**config.mk**
```make
export PLATFORM = sky130hd
export DESIGN_NAME = ysyx_23060184_axi_rd_slave
export DESIGN_NICKNAME = d
export VERILOG_FILES = /design/src/rtl/ysyx_23060184_axi_rd_slave.sv
export SDC_FILE = /design/constraint.sdc
export NUM_CORES = 1
export LEC_CHECK = 0
export CAP_MARGIN = 40
export CORE_MARGIN = 10
export CORE_UTILIZATION = 46
export CTS_CLUSTER_SIZE = 30
export DETAILED_ROUTE_END_ITERATION = 10
export GPL_TIMING_DRIVEN = 1
export HOLD_SLACK_MARGIN = 0.12
export PLACE_DENSITY = 0.78
export SETUP_SLACK_MARGIN = 0.1
export SLEW_MARGIN = 20
export SYNTH_ARGS = -nofsm -noshare
export SYNTH_HDL_FRONTEND = slang
export SYNTH_SLANG_ARGS = --single-unit
```
**constraint.sdc**
```tcl
create_clock -name clk -period 2.7 [get_ports clk]
set_input_delay 0.54 -clock clk [delete_from_list [all_inputs] [get_ports clk]]
set_output_delay 0.54 -clock clk [all_outputs]
set_load 0.05 [all_outputs]
```
**src/rtl/ysyx_23060184_axi_rd_slave.sv**
```systemverilog
// AXI4 read-only slave bridging AR/R bursts onto a simple synchronous memory
// port (one-cycle read latency), with programmable pre-access wait cycles.
module ysyx_23060184_axi_rd_slave #(
  parameter int DATA_WIDTH = 32,
  parameter int ID_WIDTH   = 4,
  parameter int LATENCY    = 2
) (
  input  logic                  clk,
  input  logic                  resetn,
  // AR channel
  input  logic [DATA_WIDTH-1:0] araddr,
  input  logic                  arvalid,
  output logic                  arready,
  input  logic [ID_WIDTH-1:0]   arid,
  input  logic [7:0]            arlen,
  input  logic [2:0]            arsize,
  input  logic [1:0]            arburst,
  // R channel
  output logic [DATA_WIDTH-1:0] rdata,
  output logic [1:0]            rresp,
  output logic                  rvalid,
  input  logic                  rready,
  output logic [ID_WIDTH-1:0]   rid,
  output logic                  rlast,
  // memory port
  output logic                  mem_ren,
  output logic [DATA_WIDTH-1:0] mem_raddr,
  input  logic [DATA_WIDTH-1:0] mem_rdata
);

  typedef enum logic [2:0] {
    IDLE,
    WAIT,
    READ,
    CAPT,
    RESP
  } state_t;

  localparam logic [1:0] BURST_INCR  = 2'b01;
  localparam logic [1:0] RESP_OKAY   = 2'b00;
  localparam logic [1:0] RESP_SLVERR = 2'b10;

  state_t                state;
  logic [DATA_WIDTH-1:0] addr;
  logic [ID_WIDTH-1:0]   id;
  logic [7:0]            len;
  logic [2:0]            size;
  logic [1:0]            burst;
  logic                  err;
  logic [7:0]            beat_cnt;
  logic [3:0]            wait_cnt;
  logic                  capt_wait;

  logic                  ar_err;
  logic [DATA_WIDTH-1:0] next_addr;
  logic                  last_beat;

  // Unsupported burst type, oversize beat or misaligned start address.
  always_comb begin
    ar_err = 1'b0;
    if (arburst[1] || (arsize > 3'd2)) begin
      ar_err = 1'b1;
    end else begin
      case (arsize)
        3'd1:    ar_err = araddr[0];
        3'd2:    ar_err = |araddr[1:0];
        default: ar_err = 1'b0;
      endcase
    end
  end

  always_comb begin
    next_addr = addr;
    if (burst == BURST_INCR) begin
      next_addr = addr + (DATA_WIDTH'(1) << size);
    end
  end

  assign last_beat = (beat_cnt == len);

  // NOTE: every register below is assigned with <= so all updates in a cycle
  // see the pre-edge values, regardless of statement order.
  always_ff @(posedge clk or negedge resetn) begin
    if (!resetn) begin
      state     <= IDLE;
      arready   <= 1'b1;
      rvalid    <= 1'b0;
      rlast     <= 1'b0;
      rdata     <= '0;
      rresp     <= RESP_OKAY;
      rid       <= '0;
      mem_ren   <= 1'b0;
      mem_raddr <= '0;
      addr      <= '0;
      id        <= '0;
      len       <= '0;
      size      <= '0;
      burst     <= '0;
      err       <= 1'b0;
      beat_cnt  <= '0;
      wait_cnt  <= '0;
      capt_wait <= 1'b0;
    end else begin
      case (state)
        IDLE: begin
          if (arvalid) begin
            addr     <= araddr;
            id       <= arid;
            len      <= arlen;
            size     <= arsize;
            burst    <= arburst;
            err      <= ar_err;
            beat_cnt <= '0;
            wait_cnt <= 4'(LATENCY);
            arready  <= 1'b0;
            state    <= (LATENCY > 0) ? WAIT : READ;
          end
        end

        WAIT: begin
          wait_cnt <= wait_cnt - 4'd1;
          if (wait_cnt <= 4'd1) begin
            state <= READ;
          end
        end

        // The strobe is registered here, so memory sees it during the first
        // CAPT cycle and returns data in the second one.
        READ: begin
          mem_ren   <= !err;
          mem_raddr <= {addr[DATA_WIDTH-1:2], 2'b00};
          capt_wait <= 1'b1;
          state     <= CAPT;
        end

        CAPT: begin
          mem_ren <= 1'b0;
          if (capt_wait) begin
            capt_wait <= 1'b0;
          end else begin
            rdata  <= err ? '0 : mem_rdata;
            rresp  <= err ? RESP_SLVERR : RESP_OKAY;
            rid    <= id;
            rlast  <= last_beat;
            rvalid <= 1'b1;
            state  <= RESP;
          end
        end

        RESP: begin
          if (rready) begin
            rvalid <= 1'b0;
            rlast  <= 1'b0;
            if (last_beat) begin
              arready <= 1'b1;
              state   <= IDLE;
            end else begin
              beat_cnt <= beat_cnt + 8'd1;
              addr     <= next_addr;
              state    <= READ;
            end
          end
        end

        default: begin
          arready <= 1'b1;
          state   <= IDLE;
        end
      endcase
    end
  end

endmodule

```
; Word level (Yosys, flattened, before mapping)
; Index checks and enable logic that the tools add are counted.
[word_totals]
reg_bits = 138
output_inout_bits = 74
in_bits = 85
wordCells = 90
[op_classes]
n_eq_ne = 15
n_shift = 1
magnitude_cmp = 2
bitwise = 2
n_mux = 32
n_addsub = 3
reduce_logical = 17
[ops]
columns = op, n
row1 = 32-bit 2-to-1 mux, 5
row2 = 32-bit case mux with 2 select lines, 1
row3 = 32-bit adder, 1
row4 = "1-bit by 3-bit left shift with 32-bit output, first input constant", 1
row5 = 8-bit 2-to-1 mux, 3
row6 = 8-bit case mux with 2 select lines, 1
row7 = 3-bit case mux with 5 select lines, 1
row8 = "2-bit inequality test, second input constant", 7
row9 = 3-bit 2-to-1 mux, 4
row10 = 4-bit AND reduction, 3
row11 = 1-bit case mux with 2 select lines, 5
row12 = "3-bit by 2-bit == test with 1-bit output, second input constant", 3
row13 = "8-bit by 1-bit adder with 8-bit output, second input constant", 1
row14 = 8-bit == test, 1
row15 = 4-bit case mux with 2 select lines, 1
row16 = 2-bit nonzero test, 4
row17 = 1-bit 2-to-1 mux, 7
row18 = "3-bit by 1-bit == test with 1-bit output, second input constant", 2
row19 = 2-bit AND reduction, 3
row20 = 5-bit AND reduction, 1
row21 = "4-bit by 1-bit <= comparator with 1-bit output, second input constant", 1
row22 = 2-bit 2-to-1 mux, 2
row23 = 4-bit 2-to-1 mux, 1
row24 = "4-bit by 1-bit subtractor with 4-bit output, second input constant", 1
row25 = 11 further kinds, 12

; Logic depth before layout (Yosys ltp)
; Gate-level depths: netlist of run 1.
[logic_depth]
depth_word = 6
mapped_depth = 11
depth_no_buf = 9

; Worst setup path before layout of run 1
; OpenSTA, ideal clock, no wires.
[synth_timing]
path_type = register to register
start = register size[0]
end = register addr[12]
t_required_ns = 2.606
period_less_slack_ns = 2.663
path_buffers = 1
path_stages_with_launch = 11
setup_slack_ns = 0.037
arrival_time_ns = 2.569
setup_ns = 0.094
path_cell_list = dfrtp_1 clkbuf_1 nor3_1 ha_1 fa_1 a21o_1 a221oi_2 a211oi_2 and2_1 a41o_1 a211oi_1
[synth_between]
elab_chain_len = 6
[synth_lines]
columns = element, line_no
row1 = start: declaration, 47  ; logic [2:0] size;
row2 = start signal: assignment, 110  ; size <= arsize;
row3 = 1-bit by 3-bit left shift with 32-bit output, 75  ; next_addr = addr + (DATA_WIDTH'(1) << size);
row4 = 32-bit adder, 75
row5 = 32-bit 2-to-1 mux, 74  ; if (burst == BURST_INCR) begin
row6 = 32-bit 2-to-1 mux, 154  ; if (last_beat) begin
row7 = 32-bit 2-to-1 mux, 151  ; if (rready) begin
row8 = 32-bit case mux with 2 select lines, 104  ; case (state)
row9 = end signal: assignment, 107  ; addr <= araddr;
row10 = end signal: assignment, 159  ; addr <= next_addr;
row11 = end: declaration, 44  ; logic [DATA_WIDTH-1:0] addr;
; Every way passes these cells. The select of a mux whose other input is x is not followed.
; A chain may end at the register's enable or synchronous reset.

; Worst setup path after layout of run 1
[layout_timing]
start = register size[0]
end = register addr[31]
; Same word-level chain as after synthesis.

==> metrics.yaml, run 1 <==
min_period_ns: 2.65
fp.dieH_um: 141
vias: 5924
grt_pass1_wl_um: 31000
core_area_sq_um: 14500
criticalPathCategory: "reg -> reg"
fin_skew_ns: 0.00848
clock-root-buffer: "clkbuf_16"
area_growth_pct: 38.7
cp-end-kind: "flop"
yosysWarningCount: 0
synthCells: 706
cp-start-kind: "flop"
synth_cell_types: 61
grt_max_degree: 73
finalCritPeriodShare_pct: 98.0
async_flop_share_pct: 100
cp_common_cell: "a211oi_1"
met3_usage_pct: 5.31
fmax_ghz: 0.378
drive_gt1_share_pct: 15.7
die_x_um: 141
dieArea_sq_um: 20000
hold_viol: 0
viasPerCell: 5.56
p_leak_nw: 3.95
drv_slew: 0
irDropWorstVdd_mv: 0.670
use_met1_pct: 24.7
clkLatencyLatePin_ns: 0.43
dp_slack_ns: -0.00868
holdWs_ns: 0.468
synth_area_per_cell_sq_um: 9.60
cpLargestDelayFamily: "compound AO/OA/AOI/OAI gates"
worst_pin_slew_ns: 0.636
io_buffers: 155
max-slew-margin-rel_pct: 57.6
synth_top_area_share_pct: 50.2
crit_required_ns: 2.99
rsz0062_at_grt: "yes"
status: "finished clean"
power_w: 0.0118
routedWlPerCell_um: 18.2
grt_use_met2_pct: 30.1
place_area_sq_um: 8650
path_cells: "nor3b_1, ha_1, o211ai_1, nor3_4, o21ai_0, buf_4, nor2_1, a211oi_1, a211oi_1"
cts_tree: "yes"
cts_sinks: 137
clk_path_buf_depth: 2
cts.clk_slew.worst_paths_ns: 0.06
cp.arrival_ns: 2.94
cap_violations: 0
fp-row-count: 44
critical_path.max_stage_delay_ns: 0.46
cp_num_buf_inv: 1
crit_path_top_delay_cell: "dfrtp_2"
grt_pass1_vias: 5842
detail-route-antenna-nets: 0
yosys_register_bits: 137
final_nets: 965
synth_edf_count: 0
powerDensity_nw_per_um2: 1250
antenna_found_initial: 0
place_hpwl_um: 13500
grt-ovfl-total: 0
dr.pass1.iters: 5
numCtsBuffers: 17
initial_core_util_pct: 46.8
drc: 0
critical_path.max_fanout: 11
synthTopCellsByArea: "dfrtp_1 (50%), nand2_1 (7.1%), mux2_2 (6.1%)"
worst_slack_ns: 0.0547
hp-class: "reg -> reg"
final_common_cell: "clkdlybuf4s50_1"
grt_busiest_layer: "met2"
grt_use_total_pct: 19.1
drt_wl_total_um: 19400
setup_violations: 0
syn_area_sq_um: 6780
htreeDepth: 4
most-common-layout-cells: "clkdlybuf4s50_1 (154), dfrtp_1 (133), nand2_1 (128), o21ai_0 (65), a21oi_1 (47)"
finalInstanceArea_sq_um: 9400
drtIter0Drc: 487
yosysTopAreaCell: "dfrtp_1"
ys_seq_area_share_pct: 50.6
place_congestion: 0.964
io_pins: 159
synth_ff_type: "dfrtp_1"
diodes: 0
## path summary, 6_finish.rpt
check                         from            to  slack [ns]  cells past startpoint
setup / recovery           size[0]      addr[31]        0.05                      9
hold / removal               id[3]         id[3]        0.47                      2
setup reg to reg           size[0]      addr[31]        0.05                      9
hold reg to reg              id[3]         id[3]        0.47                      2
max in group asynchronous   resetn        rid[3]        1.43                      3
min in group asynchronous   resetn  mem_raddr[5]        0.64                      2
## flip-flops by register name (all words and copies together), names as in the netlist
name / flops
state: 3
rlast: 1
len: 8
size: 3
rid: 4
mem_ren: 1
addr: 32
arready: 1
burst: 2
beat_cnt: 8
rdata: 32
rvalid: 1
err: 1
id: 4
capt_wait: 1
mem_raddr: 30
rresp: 1
wait_cnt: 4
## per-stage QoR
stage,cells,utilization (%),setup TNS [ns]
final,1065,64.9,0
after global routing,1065,64.9,-0.0631
after CTS,1064,64.4,0
after detailed placement,1030,59.7,-0.00868
after global placement,1029,59.6,0
after floorplan,708,-,0
## per-layer routing
layer  share of wire, %  up-vias
met4                1.6        0
met2                 47      248
met5                  0        -
met1                 44     2863
li1                   -     2786
met3                7.5       27
## worst register-to-register path: stages, from the launching register on
cell      delay, ns
dfrtp_2        0.46
nor3b_1        0.31
ha_1           0.35
o211ai_1       0.40
nor3_4         0.08
o21ai_0        0.23
buf_4          0.25
nor2_1         0.07
a211oi_1       0.29
a211oi_1       0.09
## synth_stat cells, drive strengths merged, types with 8 or more instances
| cell type | count |
|---|---|
| a211oi | 8 |
| a21oi | 50 |
| buf | 12 |
| clkbuf | 35 |
| dfrtp | 136 |
| ha | 11 |
| inv | 12 |
| mux2 | 37 |
| nand2 | 128 |
| nand2b | 33 |
| nand3 | 14 |
| nand4 | 8 |
| nor2 | 35 |
| nor3 | 12 |
| o21ai | 66 |
| o22ai | 10 |
| xor2 | 15 |
## report_power, final
| group | leakage, nW | switching, W | internal [W] |
|---|---|---|---|
| sequential | 1.68 | 0.000741 | 0.00290 |
| clock | 0.306 | 0.000902 | 0.00159 |
| combinational | 1.96 | 0.00344 | 0.00220 |
| total | 3.95 | 0.00508 | 0.00669 |
## cell type report
| class | instances | area, sq um |
|---|---|---|
| clock buffers | 20 | 457 |
| clock inverters | 12 | 173 |
| fillers | 1147 | 5080 |
| inverters | 12 | 45.0 |
| multi-input cells | 512 | 3210 |
| flip-flops and latches | 137 | 3430 |
| well taps | 184 | 230 |
| repair buffers | 188 | 1850 |
## logic make-up (layout without fill, tap and decap cells)
group / count (synthesis) / after routing / synth area share, %
flops: 137 / 137 / 50.6
other cells: 1 / 3 / 0.0553
buf+inv: 59 / 232 / 3.75
simple gates: 262 / 262 / 18.7
compound gates: 176 / 176 / 15.6
mux: 40 / 40 / 6.59
fa+ha+maj: 12 / 12 / 2.33
xor+xnor: 19 / 19 / 2.45
## repair_timing
| action | in CTS | in global routing |
|---|---|---|
| hold buffers | 1 | 0 |
| resized for setup | 9 | 14 |
| pin swaps | 1 | 4 |
| setup buffers | 1 | 1 |
| endpoints found under the setup margin | 8 | 18 |
| hold endpoints to repair | 52 | 0 |
No activity file was read; power rests on OpenSTA's default activity.
==> run 2: changes to the inputs <==
--- a/config.mk
+++ b/config.mk
@@ -5,14 +5,15 @@
 export SDC_FILE = /design/constraint.sdc
 export NUM_CORES = 1
 export LEC_CHECK = 0
-export CAP_MARGIN = 40
+export ABC_AREA = 1
+export CAP_MARGIN = 5
 export CORE_MARGIN = 10
 export CORE_UTILIZATION = 46
 export CTS_CLUSTER_SIZE = 30
 export DETAILED_ROUTE_END_ITERATION = 10
 export GPL_TIMING_DRIVEN = 1
 export HOLD_SLACK_MARGIN = 0.12
-export PLACE_DENSITY = 0.78
+export PLACE_DENSITY = 0.77
 export SETUP_SLACK_MARGIN = 0.1
 export SLEW_MARGIN = 20
 export SYNTH_ARGS = -nofsm -noshare
==> run 2 against run 1 <==
  * Count of clock-buffer cells in the layout rose by 3
  * Clock power is 8.4% lower
  * Combinational power about the same
  * Utilization is 2.9 points lower
  * Register-to-register slack better by 0.28 ns
  * Synthesized cell count rose by 31%
  * First-iteration DRC count increased by 13%
  * Maximum frequency up 12%
==> metrics.yaml, run 2 <==
antenna_found_initial: 0  # unchanged
synth_top_area_share_pct: 48.2  # was 50.2%
hold_viol: 0  # unchanged
drt_wl_total_um: 19600  # was 19400 um
syn_area_sq_um: 7060  # was 6780 sq um
fin_skew_ns: 0.00776  # was 0.00848 ns
cp-end-kind: "flop"  # unchanged
die_x_um: 144  # was 141 um
yosysTopAreaCell: "dfrtp_1"  # unchanged
numCtsBuffers: 17  # unchanged
setup_violations: 0  # unchanged
clkLatencyLatePin_ns: 0.42  # was 0.43 ns
cp-start-kind: "flop"  # unchanged
diodes: 0  # unchanged
drive_gt1_share_pct: 4.98  # was 15.7%
rsz0062_at_grt: "no"  # was yes
cap_violations: 0  # unchanged
initial_core_util_pct: 46.8  # about the same
viasPerCell: 5.06  # was 5.56
synthMostInstantiatedCell: "nand2_1"  # was dfrtp_1
critical_path.max_fanout: 5  # was 11
cts_setup_buffers: 0  # was 1
hold_start: "id[0]"  # was id[3]
area_growth_pct: 32.6  # was 38.7%
synth_area_per_cell_sq_um: 7.65  # was 9.60 sq um
dr.pass1.iters: 5  # unchanged
critPathLaunch: "size[1]"  # was size[0]
worst_pin_slew_ns: 0.636  # about the same
rr_startpoint: "size[1]"  # was size[0]
path_cells: "inv_1, nor3_1, ha_1, nand2_1, inv_1, a21oi_1, nand2_1, nand2_1, nand2_1, nand3_1, nand3_1, nand2_1, nand2_1"  # was nor3b_1, ha_1, o211ai_1, nor3_4, o21ai_0, buf_4, nor2_1, a211oi_1, a211oi_1
n_fill_cell: 1351  # was 1147
cts.clk_slew.worst_paths_ns: 0.06  # about the same
grt-ovfl-total: 0  # unchanged
place_congestion: 0.940  # was 0.964
fp.dieH_um: 144  # was 141 um
powerDensity_nw_per_um2: 1230  # was 1250 nW/um^2
synth_edf_count: 0  # unchanged
io_pins: 159  # unchanged
finalSetupTns_ns: 0  # unchanged
reg.largest.list: "addr (32), rdata (32), mem_raddr (30)"  # unchanged
cts_sinks: 137  # unchanged
r2r-end: "addr[27]"  # was addr[31]
cp_common_cell: "nand2_1"  # was a211oi_1
irDropWorstVdd_mv: 0.685  # was 0.670 mV
min_period_ns: 2.37  # was 2.65 ns
synthTopCellsByArea: "dfrtp_1 (48%), nand2_1 (18%), nand3_1 (5.2%)"  # was dfrtp_1 (50%), nand2_1 (7.1%), mux2_2 (6.1%)
clk_path_buf_depth: 2  # unchanged
max-slew-margin-rel_pct: 57.6  # about the same
cp_num_cells: 13  # was 9
synth_ff_type: "dfrtp_1"  # unchanged
yosys_register_bits: 137  # unchanged
async_flop_share_pct: 100  # unchanged
dp_slack_ns: 0.389  # was -0.00868 ns
worst_slack_ns: 0.330  # was 0.0547 ns
place_area_sq_um: 8770  # was 8650 sq um
crit_required_ns: 3.02  # was 2.99 ns
reg2reg_depth: 13  # was 9
routedWlPerCell_um: 15.4  # was 18.2 um
core_area_sq_um: 15100  # was 14500 sq um
drc: 0  # unchanged
finalInstanceArea_sq_um: 9360  # was 9400 sq um
synth_cell_types: 35  # was 61
fmax_ghz: 0.422  # was 0.378 GHz
cpLargestDelayFamily: "simple AND/OR/NAND/NOR gates"  # was compound AO/OA/AOI/OAI gates
p_leak_nw: 4.51  # was 3.95 nW
criticalPathCategory: "reg -> reg"  # unchanged
cp.arrival_ns: 2.69  # was 2.94 ns
grt_pass1_vias: 6326  # was 5842
status: "finished clean"  # unchanged
yosysWarningCount: 0  # unchanged
fp-row-count: 45  # was 44
clock-root-buffer: "clkbuf_16"  # unchanged
finalCritPeriodShare_pct: 87.8  # was 98.0%
synthTopCellsByCount: "nand2_1 (330), dfrtp_1 (136), inv_1 (87), nor2_1 (82), nand3_1 (74)"  # was dfrtp_1 (136), nand2_1 (128), o21ai_0 (65), a21oi_1 (50), mux2_2 (37)
cts_tree: "yes"  # unchanged
detail-route-antenna-nets: 0  # unchanged
ys_seq_area_share_pct: 48.6  # was 50.6%
final_common_cell: "nand2_1"  # was clkdlybuf4s50_1
synthCells: 922  # was 706
most-common-layout-cells: "nand2_1 (328), clkdlybuf4s50_1 (154), dfrtp_1 (136), inv_1 (87), nor2_1 (81)"  # was clkdlybuf4s50_1 (154), dfrtp_1 (133), nand2_1 (128), o21ai_0 (65), a21oi_1 (47)
vias: 6438  # was 5924
cp_num_buf_inv: 2  # was 1
critical_path.max_stage_delay_ns: 0.43  # was 0.46 ns
drtIter0Drc: 548  # was 487
grt_pass1_wl_um: 31600  # was 31000 um
grt_max_degree: 66  # was 73
hp-class: "reg -> reg"  # unchanged
final_nets: 1170  # was 965
r2r_slack_ns: 0.33  # was 0.05 ns
io_buffers: 155  # unchanged
place_hpwl_um: 14600  # was 13500 um
htreeDepth: 4  # unchanged
crit_end: "addr[27]"  # was addr[31]
crit_path_top_delay_cell: "dfrtp_1"  # was dfrtp_2
grt_use_total_pct: 19.1  # about the same
dieArea_sq_um: 20700  # was 20000 sq um
drv_slew: 0  # unchanged
[run 2: cell count changes in the layout (fill, tap and decap cells not counted), moves of 33 or more]
cell and delta:
nor2_1 +48, a21oi_1 -39, nand2b_1 -33, mux2_2 -37, nand2_1 +200, nand3_1 +60
inv_1 +75
[run 2: power by group]
| part | switching (W) | total, W | internal [W] |
|---|---|---|---|
| Clock | 0.000857 | 0.00228 | 0.00142 |
| Combinational | 0.00376 | 0.00566 | 0.00190 |
| Sequential | 0.000665 | 0.00360 | 0.00294 |
| Total | 0.00528 | 0.0115 | 0.00626 |
[run 2: cell type report]
| class | count | area (sq um) | share of cell area [%] |
|---|---|---|---|
| timing repair buffer | 164 | 1650 | 17.6 |
| inverter | 92 | 345 | 3.69 |
| tap | 188 | 235 | 2.51 |
| clock inverter | 7 | 93.8 | 1.00 |
| clock buffer | 23 | 478 | 5.11 |
| sequential | 137 | 3430 | 36.7 |
| multi-input combinational | 661 | 3130 | 33.4 |
[run 2: worst min-delay path by stage]
stage | endpoint | slack, ns | depth (start not counted)
detailed placement | mem_raddr[10] | 0.46 | 1
global placement | rid[1] | 0.45 | 2
floorplan | addr[0] | 0.24 | 0
CTS | rid[0] | 0.47 | 2
finish | rid[0] | 0.46 | 2
global route | mem_raddr[11] | 0.49 | 2
[run 2: cells by family after synthesis]
family,synth area share (%)
xor+xnor,2.11
buf+inv,7.38
simple gates,30.2
compound gates,9.38
other cells,0.0531
flops,48.6
fa+ha+maj,2.23
[run 2: metrics by stage]
stage | total power, W | utilization (%) | cells | hold WS (ns)
6_report | 0.0115 | 62.0 | 1272 | 0.464
5_1_grt | 0.0123 | 62.0 | 1272 | 0.494
4_1_cts | 0.0116 | 61.9 | 1272 | 0.469
3_5_place_dp | 0.00929 | 58.1 | 1241 | 0.462
3_3_place_gp | 0.00918 | 58.1 | 1241 | 0.448
2_1_floorplan | 0.00746 | - | 924 | 0.244
[run 2: repair_timing]
action / in CTS / in global routing
endpoints found under the hold margin: 36 / 0
endpoints found under the setup margin: 0 / 5
hold buffers: 1 / 0
resized for setup: 0 / 2
[run 2: routing by layer]
layer,track usage (%),part of all wire [%]
met1,23.6,43
met3,4.62,5.1
met4,6.56,1.7
met2,31.8,50
met5,0,0
[run 2: worst register-to-register path: stages (launching register included)]
cell and delay, ns:
dfrtp_1 0.43, inv_1 0.12, nor3_1 0.26, ha_1 0.33, nand2_1 0.15, inv_1 0.05, a21oi_1 0.13, nand2_1 0.18
nand2_1 0.13, nand2_1 0.16, nand3_1 0.11, nand3_1 0.09, nand2_1 0.09, nand2_1 0.05
